<file path="config.mk">
export PLATFORM = sky130hd
export DESIGN_NAME = wb_port_arbiter_flat
export DESIGN_NICKNAME = d
export VERILOG_FILES = /design/src/rtl/wb_port_arbiter_if.sv /design/src/rtl/wb_port_arbiter.sv /design/src/flat_wrapper.sv
export SDC_FILE = /design/constraint.sdc
export NUM_CORES = 1
export LEC_CHECK = 0
export CORE_MARGIN = 5
export CORE_UTILIZATION = 52
export DETAILED_ROUTE_END_ITERATION = 7
export GPL_ROUTABILITY_DRIVEN = 0
export GPL_TIMING_DRIVEN = 1
export PLACE_DENSITY = 0.86
export SLEW_MARGIN = 20
export SYNTH_ARGS = -nofsm -noshare
export SYNTH_HDL_FRONTEND = slang
export SYNTH_SLANG_ARGS = --single-unit
</file>
<file path="constraint.sdc">
create_clock -name clk -period 14.8 [get_ports clk]
set_input_delay 3.7 -clock clk [delete_from_list [all_inputs] [get_ports clk]]
set_output_delay 3.7 -clock clk [all_outputs]
set_load 0.05 [all_outputs]
</file>
<file path="src/rtl/wb_port_arbiter_if.sv">
// rtl/wb_port_arbiter_if.sv - writeback/MDU/register-file port bundle for wb_port_arbiter
interface wb_port_arbiter_if #(
    parameter int XLEN  = 32,
    parameter int DEPTH = 2
);
    localparam int CW = $clog2(DEPTH + 1);

    // Writeback stage request
    logic            pipe_we_i;
    logic [4:0]      pipe_rd_i;
    logic [XLEN-1:0] pipe_wd_i;

    // MDU result handshake
    logic            mdu_valid_i;
    logic            mdu_ready_o;
    logic [4:0]      mdu_rd_i;
    logic [XLEN-1:0] mdu_wd_i;

    // Register-file write port and status
    logic            rf_we_o;
    logic [4:0]      rf_rd_o;
    logic [XLEN-1:0] rf_wd_o;
    logic            stall_o;
    logic [CW-1:0]   fifo_count_o;

    // Arbiter side
    modport slave (
        input  pipe_we_i, pipe_rd_i, pipe_wd_i,
        input  mdu_valid_i, mdu_rd_i, mdu_wd_i,
        output mdu_ready_o,
        output rf_we_o, rf_rd_o, rf_wd_o,
        output stall_o, fifo_count_o
    );

    // Writeback stage / MDU / register-file side
    modport master (
        output pipe_we_i, pipe_rd_i, pipe_wd_i,
        output mdu_valid_i, mdu_rd_i, mdu_wd_i,
        input  mdu_ready_o,
        input  rf_we_o, rf_rd_o, rf_wd_o,
        input  stall_o, fifo_count_o
    );
endinterface

</file>
<file path="src/rtl/wb_port_arbiter.sv">
// rtl/wb_port_arbiter.sv - register-file write port arbiter (pipeline priority, buffered MDU, starvation stall); optional WB_MDU_BYPASS_EN
module wb_port_arbiter #(
    parameter int DEPTH        = 2,
    parameter int STARVE_LIMIT = 4,
    parameter int XLEN         = 32
) (
    input  logic               clk,
    input  logic               rst,
    wb_port_arbiter_if.slave   bus
);
    localparam int PW = $clog2(DEPTH);
    localparam int CW = $clog2(DEPTH + 1);
    localparam int SW = $clog2(STARVE_LIMIT + 1);

    // FIFO storage and pointers
    logic [4:0]      rd_mem_q [DEPTH];
    logic [4:0]      rd_mem_d [DEPTH];
    logic [XLEN-1:0] wd_mem_q [DEPTH];
    logic [XLEN-1:0] wd_mem_d [DEPTH];
    logic [PW-1:0]   wr_ptr_q, wr_ptr_d;
    logic [PW-1:0]   rd_ptr_q, rd_ptr_d;
    logic [CW-1:0]   count_q, count_d;

    // Starvation tracking
    logic [SW-1:0]   starve_q, starve_d;
    logic            stall_q, stall_d;

    // Grant results
    logic            rf_we;
    logic [4:0]      rf_rd;
    logic [XLEN-1:0] rf_wd;
    logic            pop;
    logic            push;
    logic            bypass_take;

    logic            pipe_req;
    logic            fifo_empty;
    logic            mdu_ready;
    logic [4:0]      head_rd;
    logic [XLEN-1:0] head_wd;

    // A write to x0 is not a real request and leaves the port to the FIFO
    assign pipe_req   = bus.pipe_we_i && (bus.pipe_rd_i != 5'd0);
    assign fifo_empty = (count_q == '0);
    assign mdu_ready  = (count_q < CW'(DEPTH));
    assign head_rd    = rd_mem_q[rd_ptr_q];
    assign head_wd    = wd_mem_q[rd_ptr_q];

    // Port grant: stalled drain, then pipeline, then FIFO head (then MDU bypass)
    always_comb begin
        rf_we       = 1'b0;
        rf_rd       = '0;
        rf_wd       = '0;
        pop         = 1'b0;
        bypass_take = 1'b0;
        if (stall_q && !fifo_empty) begin
            pop = 1'b1;
            if (head_rd != 5'd0) begin
                rf_we = 1'b1;
                rf_rd = head_rd;
                rf_wd = head_wd;
            end
        end else if (pipe_req) begin
            rf_we = 1'b1;
            rf_rd = bus.pipe_rd_i;
            rf_wd = bus.pipe_wd_i;
        end else if (!fifo_empty) begin
            // An x0 head is discarded silently so it cannot block the queue
            pop = 1'b1;
            if (head_rd != 5'd0) begin
                rf_we = 1'b1;
                rf_rd = head_rd;
                rf_wd = head_wd;
            end
`ifdef WB_MDU_BYPASS_EN
        end else if (!stall_q && bus.mdu_valid_i && (bus.mdu_rd_i != 5'd0)) begin
            // Empty FIFO and idle port: consume the MDU result directly
            bypass_take = 1'b1;
            rf_we       = 1'b1;
            rf_rd       = bus.mdu_rd_i;
            rf_wd       = bus.mdu_wd_i;
`endif
        end
    end

    assign push = bus.mdu_valid_i && mdu_ready && !bypass_take;

    // FIFO next state: storage write, pointer wrap, occupancy
    always_comb begin
        rd_mem_d = rd_mem_q;
        wd_mem_d = wd_mem_q;
        wr_ptr_d = wr_ptr_q;
        rd_ptr_d = rd_ptr_q;
        count_d  = count_q;
        if (push) begin
            rd_mem_d[wr_ptr_q] = bus.mdu_rd_i;
            wd_mem_d[wr_ptr_q] = bus.mdu_wd_i;
            wr_ptr_d           = wr_ptr_q + PW'(1);
        end
        if (pop) begin
            rd_ptr_d = rd_ptr_q + PW'(1);
        end
        case ({push, pop})
            2'b10:   count_d = count_q + CW'(1);
            2'b01:   count_d = count_q - CW'(1);
            default: count_d = count_q;
        endcase
    end

    // Starvation counter: count denied cycles, stall once the limit is reached
    always_comb begin
        starve_d = starve_q;
        if (fifo_empty || pop) begin
            starve_d = '0;
        end else if (starve_q != SW'(STARVE_LIMIT)) begin
            starve_d = starve_q + SW'(1);
        end
        stall_d = (starve_d == SW'(STARVE_LIMIT));
    end

    // State registers; reset discards any buffered results
    always_ff @(posedge clk or posedge rst) begin
        if (rst) begin
            for (int i = 0; i < DEPTH; i++) begin
                rd_mem_q[i] <= '0;
                wd_mem_q[i] <= '0;
            end
            wr_ptr_q <= '0;
            rd_ptr_q <= '0;
            count_q  <= '0;
            starve_q <= '0;
            stall_q  <= 1'b0;
        end else begin
            rd_mem_q <= rd_mem_d;
            wd_mem_q <= wd_mem_d;
            wr_ptr_q <= wr_ptr_d;
            rd_ptr_q <= rd_ptr_d;
            count_q  <= count_d;
            starve_q <= starve_d;
            stall_q  <= stall_d;
        end
    end

    // Write port is forced quiet for as long as reset is held
    assign bus.rf_we_o      = !rst && rf_we;
    assign bus.rf_rd_o      = rst ? 5'd0 : rf_rd;
    assign bus.rf_wd_o      = rst ? '0 : rf_wd;
    assign bus.stall_o      = stall_q;
    assign bus.mdu_ready_o  = mdu_ready;
    assign bus.fifo_count_o = count_q;
endmodule

</file>
<file path="src/flat_wrapper.sv">
// flat-port wrapper written by rule: the top's interface ports become plain ports
module wb_port_arbiter_flat 
#(
    parameter int DEPTH        = 2,
    parameter int STARVE_LIMIT = 4,
    parameter int XLEN         = 32
)
  (clk, rst, bus_pipe_we_i, bus_pipe_rd_i, bus_pipe_wd_i, bus_mdu_valid_i, bus_mdu_rd_i, bus_mdu_wd_i, bus_mdu_ready_o, bus_rf_we_o, bus_rf_rd_o, bus_rf_wd_o, bus_stall_o, bus_fifo_count_o);
  wb_port_arbiter_if #(.XLEN(XLEN), .DEPTH(DEPTH)) bus_i ();
  input  logic clk;
  input  logic rst;
  input wire logic [$bits(bus_i.pipe_we_i)-1:0] bus_pipe_we_i;
  input wire logic [$bits(bus_i.pipe_rd_i)-1:0] bus_pipe_rd_i;
  input wire logic [$bits(bus_i.pipe_wd_i)-1:0] bus_pipe_wd_i;
  input wire logic [$bits(bus_i.mdu_valid_i)-1:0] bus_mdu_valid_i;
  input wire logic [$bits(bus_i.mdu_rd_i)-1:0] bus_mdu_rd_i;
  input wire logic [$bits(bus_i.mdu_wd_i)-1:0] bus_mdu_wd_i;
  output wire logic [$bits(bus_i.mdu_ready_o)-1:0] bus_mdu_ready_o;
  output wire logic [$bits(bus_i.rf_we_o)-1:0] bus_rf_we_o;
  output wire logic [$bits(bus_i.rf_rd_o)-1:0] bus_rf_rd_o;
  output wire logic [$bits(bus_i.rf_wd_o)-1:0] bus_rf_wd_o;
  output wire logic [$bits(bus_i.stall_o)-1:0] bus_stall_o;
  output wire logic [$bits(bus_i.fifo_count_o)-1:0] bus_fifo_count_o;
  assign bus_i.pipe_we_i = bus_pipe_we_i;
  assign bus_i.pipe_rd_i = bus_pipe_rd_i;
  assign bus_i.pipe_wd_i = bus_pipe_wd_i;
  assign bus_i.mdu_valid_i = bus_mdu_valid_i;
  assign bus_i.mdu_rd_i = bus_mdu_rd_i;
  assign bus_i.mdu_wd_i = bus_mdu_wd_i;
  assign bus_mdu_ready_o = bus_i.mdu_ready_o;
  assign bus_rf_we_o = bus_i.rf_we_o;
  assign bus_rf_rd_o = bus_i.rf_rd_o;
  assign bus_rf_wd_o = bus_i.rf_wd_o;
  assign bus_stall_o = bus_i.stall_o;
  assign bus_fifo_count_o = bus_i.fifo_count_o;
  wb_port_arbiter #(.DEPTH(DEPTH), .STARVE_LIMIT(STARVE_LIMIT), .XLEN(XLEN)) u_core (.clk(clk), .rst(rst), .bus(bus_i));
endmodule
</file>
Word-level counts from Yosys, hierarchy flattened --
Index checks and enable logic that the tools add are counted.
Cells by class: add/sub/neg operators 5, magnitude comparators 4, equal/unequal tests 4, multiplexer cells 32, bitwise gates (word level) 2, reduce and logical (&&, ||, !) cells 12
Operators with widths (count):
- $mux W32 | 9
- $bwmux W64 | 1
- $mux W5 | 9
- $demux W32 S1 | 1
- $bwmux W10 | 1
- $reduce_bool A5 Y1 | 2
- $mux W1 | 7
- $mux W3 | 2
- $demux W5 S1 | 1
- $logic_and A1 B1 Y1 | 5
- $ge A2 B2 Y1 const B | 2
- $not A1 Y2 | 2
- $pmux W2 S2 | 1
- $add A3 B1 Y3 const B | 1
- $eq A3 B3 Y1 const B | 1
- $ne A3 B3 Y1 const B | 1
- $add A1 B1 Y1 const B | 2
- $add A2 B1 Y2 const B | 1
- $eq A2 B1 Y1 const B | 1
- $eq A2 B2 Y1 const B | 1
- $logic_not A1 Y1 | 2
- $logic_not A2 Y1 | 1
- $lt A2 B1 Y1 const B | 1
- $lt A2 B2 Y1 const B | 1
- 3 further kinds | 3
Storage, ports and cells: bits in registers 82, bits of input ports 78, output and inout bits 42, logic and storage cells 68

Logic depth before layout (Yosys ltp) --
word-level depth 10, gate-level depth with buffers 7, mapped depth without buffers 7

Least setup slack after synthesis --
OpenSTA, ideal clock, no wires.
path type input port to output port, start point input port rst, end point output port bus_rf_wd_o[30], arrival time 6.737 ns, required time 11.100 ns, slack 4.363 ns, stages 6, path buffers 2, cell sequence inv_1 > and3_1 > buf_2 > o21a_2 > buf_4 > o2bb2ai_1
On the way: longest elaborated chain between the ends 1
RTL lines:
- start, declared | RTL line flat_wrapper.sv:11 | input logic rst;
- $mux W32 | RTL line wb_port_arbiter.sv:147 | assign bus.rf_wd_o = rst ? '0 : rf_wd;
- end, declared | RTL line flat_wrapper.sv:21 | output wire logic [$bits(bus_i.rf_wd_o)-1:0] bus_rf_wd_o;
No other way between the ends.

Worst setup path after layout --
start point input port rst, end point output port bus_rf_wd_o[31]
The elaborated chain is that of the path after synthesis.

==> qor.yml <==
yosys_warnings: 0
grt_pass1_wl_microns: 15100
hold_depth: 1
post_synth_inst_count: 301
clockRootBuffer: "clkbuf_8"
dr_wl_met3_microns: 530
max-slew-margin-rel: 0.317
finalHoldViolCount: 0
firstDrtPassIters: 4
finalSetupViolCount: 0
layout_setup_ws_ps: 4060
row_count: 32
worst_r2r_path_depth: 3
rsz0062_at_grt: "false"
viasPerCell: 5.44
dpl.hpwl_microns: 6540
ant_nets: 0
area.growth.synth_to_final_pct: 33.1
vdd_ir_drop_max_mv: 0.0822
port_buffers: 119
syn-num-nets: 382
vias: 2841
cts-hold-fix-buffers: 0
p_switching_uw: 429
ys_seq_elements: 82
crit_arrival_ps: 7040
synth_area_sq_um: 4230
wirelength_met1_microns: 3730
antenna_found_initial: 0
finalCriticalPeriod_ps: 10740
cts_max_level: 3
hold_ws_ps: 507
fmax_mhz: 93.1
first_global_vias: 3143
critPathKind: "primary input to output port"
max-cap-violations: 0
avgSynthCellArea_sq_um: 14.0
p_clk_frac: 0.123
numCtsBuffers: 9
drt_wl_total_microns: 9300
final.setup_skew_ps: 11.8
cts_tree: "yes"
drc: 0
die-area_sq_um: 10000
coreArea_sq_um: 7810
tightestPinTransition_ps: 1020
dr_wl_met2_microns: 4840
p_per_area_nw_per_um2: 193
finalNetCount: 497
top_layer: "met4"
status: "completed"
grt_overflow: 0
worstPathRequired_ps: 11100
cts_setup_buffers: 0
clock_path_buffers: 2
drive_above_1_share: 0.310
clkTransAtPathRegs_ps: 70
worst_setup_path_end_kind: "output port"
clock_latency_ps: 340
final_util: 0.721
clock_sinks: 82
p_int_uw: 654
cts_resized: 0
drt_first_iter_violations: 65
die_h_microns: 100
grt_usage: 0.189
combPwrFrac: 0.497
start_kind: "primary input"
fillers: 557
register_area_sq_um: 2050
multi_input_area_sq_um: 2040
critPathMaxFanout: 83
die_w_microns: 100
yosysUniqueCellTypes: 37
p_leak_nw: 2.29
start_util: 0.542
period_share: 0.726
drv_slew: 0
place_ws_ps: 3710
swShare: 0.396
tns_ps: 0
hold_path_class: "flop to flop"
synth.yosys.seq_area_share: 0.485
io_pins: 120
wl_per_cell_microns: 17.8
power_mw: 1.08
num_antenna_cells: 0
seq_power_share: 0.380
grt_max_degree: 84
Yosys cell counts:
library cell | count | area, sq um
buf_1 | 1 | 3.75
nor2_2 | 1 | 6.26
or2_2 | 1 | 6.26
o2bb2ai_1 | 2 | 17.5
o21ai_0 | 6 | 30.0
o2bb2ai_2 | 30 | 450
o21ai_1 | 1 | 5.00
nor2_1 | 6 | 22.5
nand2_1 | 9 | 33.8
nand3_1 | 2 | 10.0
o211ai_4 | 1 | 21.3
or3b_2 | 1 | 8.76
nor3_1 | 2 | 10.0
and2b_1 | 1 | 7.51
dfrtp_1 | 82 | 2050
nand3_4 | 1 | 17.5
o22ai_1 | 1 | 6.26
xor2_1 | 1 | 8.76
ha_1 | 3 | 37.5
a21o_1 | 1 | 7.51
buf_6 | 4 | 45.0
mux2_2 | 74 | 833
inv_1 | 4 | 15.0
o21a_2 | 1 | 8.76
nor4b_1 | 1 | 8.76
mux2i_1 | 37 | 370
or4_4 | 1 | 11.3
nor3b_1 | 1 | 7.51
and3_1 | 1 | 6.26
nand3b_1 | 1 | 7.51
nor4_1 | 1 | 6.26
buf_4 | 7 | 52.6
buf_2 | 4 | 20.0
xnor2_1 | 5 | 43.8
clkbuf_1 | 2 | 7.51
nand2b_1 | 1 | 6.26
a21oi_1 | 3 | 15.0
path summary, 6_finish.rpt:
path / slack [ps] / startpoint / endpoint
max reg2reg: 12730 / u_core.bus.fifo_count_o[1]$_DFFE_PP0P_ / u_core.wd_mem_q[19]$_DFFE_PP0P_
max: 4060 / rst / bus_rf_wd_o[31]
max in group asynchronous: 10410 / rst / u_core.wd_mem_q[21]$_DFFE_PP0P_
min: 510 / u_core.wd_mem_q[59]$_DFFE_PP0P_ / u_core.wd_mem_q[59]$_DFFE_PP0P_
min reg2reg: 510 / u_core.wd_mem_q[59]$_DFFE_PP0P_ / u_core.wd_mem_q[59]$_DFFE_PP0P_
min in group asynchronous: 3880 / rst / u_core.bus.fifo_count_o[1]$_DFFE_PP0P_
metrics by stage:
step | cell area (sq um) | instances
global route | 5630 | 522
finish | 5630 | 522
CTS | 5600 | 521
global placement | 5450 | 506
floorplan | 4230 | 301
detailed placement | 5450 | 506
registers in the layout, summed over array words and instances (netlist names):
name	count
u_core.wd_mem_q	64
u_core.bus.stall_o	1
u_core.wr_ptr_q	1
u_core.bus.fifo_count_o	2
u_core.starve_q	3
u_core.rd_mem_q	10
u_core.rd_ptr_q	1
area by class of cell:
class                      count  area share
clock buffer                  11      0.0233
sequential                    82       0.365
inverter                       4     0.00289
timing repair buffer         122       0.220
tap                          102      0.0227
clock inverter                 4     0.00356
multi-input combinational    197       0.363
cells in the final DEF (no fill, tap or decap), types with 2 or more instances in the layout:
| master | synthesis | routed |
|---|---|---|
| clkdlybuf4s50_1 | 0 | 119 |
| dfrtp_1 | 82 | 81 |
| mux2_2 | 74 | 74 |
| mux2i_1 | 37 | 37 |
| o2bb2ai_2 | 30 | 30 |
| nand2_1 | 9 | 9 |
| clkbuf_8 | 0 | 9 |
| nor2_1 | 6 | 6 |
| o21ai_0 | 6 | 6 |
| xnor2_1 | 5 | 5 |
| clkinv_2 | 0 | 5 |
| inv_1 | 4 | 3 |
| a21oi_1 | 3 | 3 |
| ha_1 | 3 | 3 |
| nor3_1 | 2 | 2 |
| o2bb2ai_1 | 2 | 2 |
| clkbuf_1 | 2 | 2 |
power by group through the flow:
stage	Sequential (mW)	Clock [mW]	Combinational (mW)
floorplan	0.396	0	0.415
global placement	0.406	0	0.527
detailed placement	0.416	0	0.539
CTS	0.411	0.136	0.541
global route	0.426	0.145	0.576
finish	0.412	0.133	0.538
kinds of logic after synthesis:
group	after synthesis	share of synthesized area
buffers and inverters	22	0.0340
adder cells (fa/ha/maj)	3	0.00888
XOR/XNOR	6	0.0124
multiplexers	111	0.285
AO/OA/AOI/OAI	46	0.133
flip-flops	82	0.485
AND/OR/NAND/NOR	31	0.0417
per-layer routing:
metal | global-route usage | up-vias
met2 | 0.328 | 76
met4 | 0.0767 | 0
met1 | 0.224 | 1412
li1 | - | 1336
met3 | 0.0459 | 17
met5 | 0 | -
critical path, stage by stage:
cell and delay, ps:
clkdlybuf4s50_1 440, clkinv_2 60, buf_6 530, and3_1 380
o21a_2 860, o2bb2ai_1 200, clkdlybuf4s50_1 850
(Power assumes the default switching activity.)
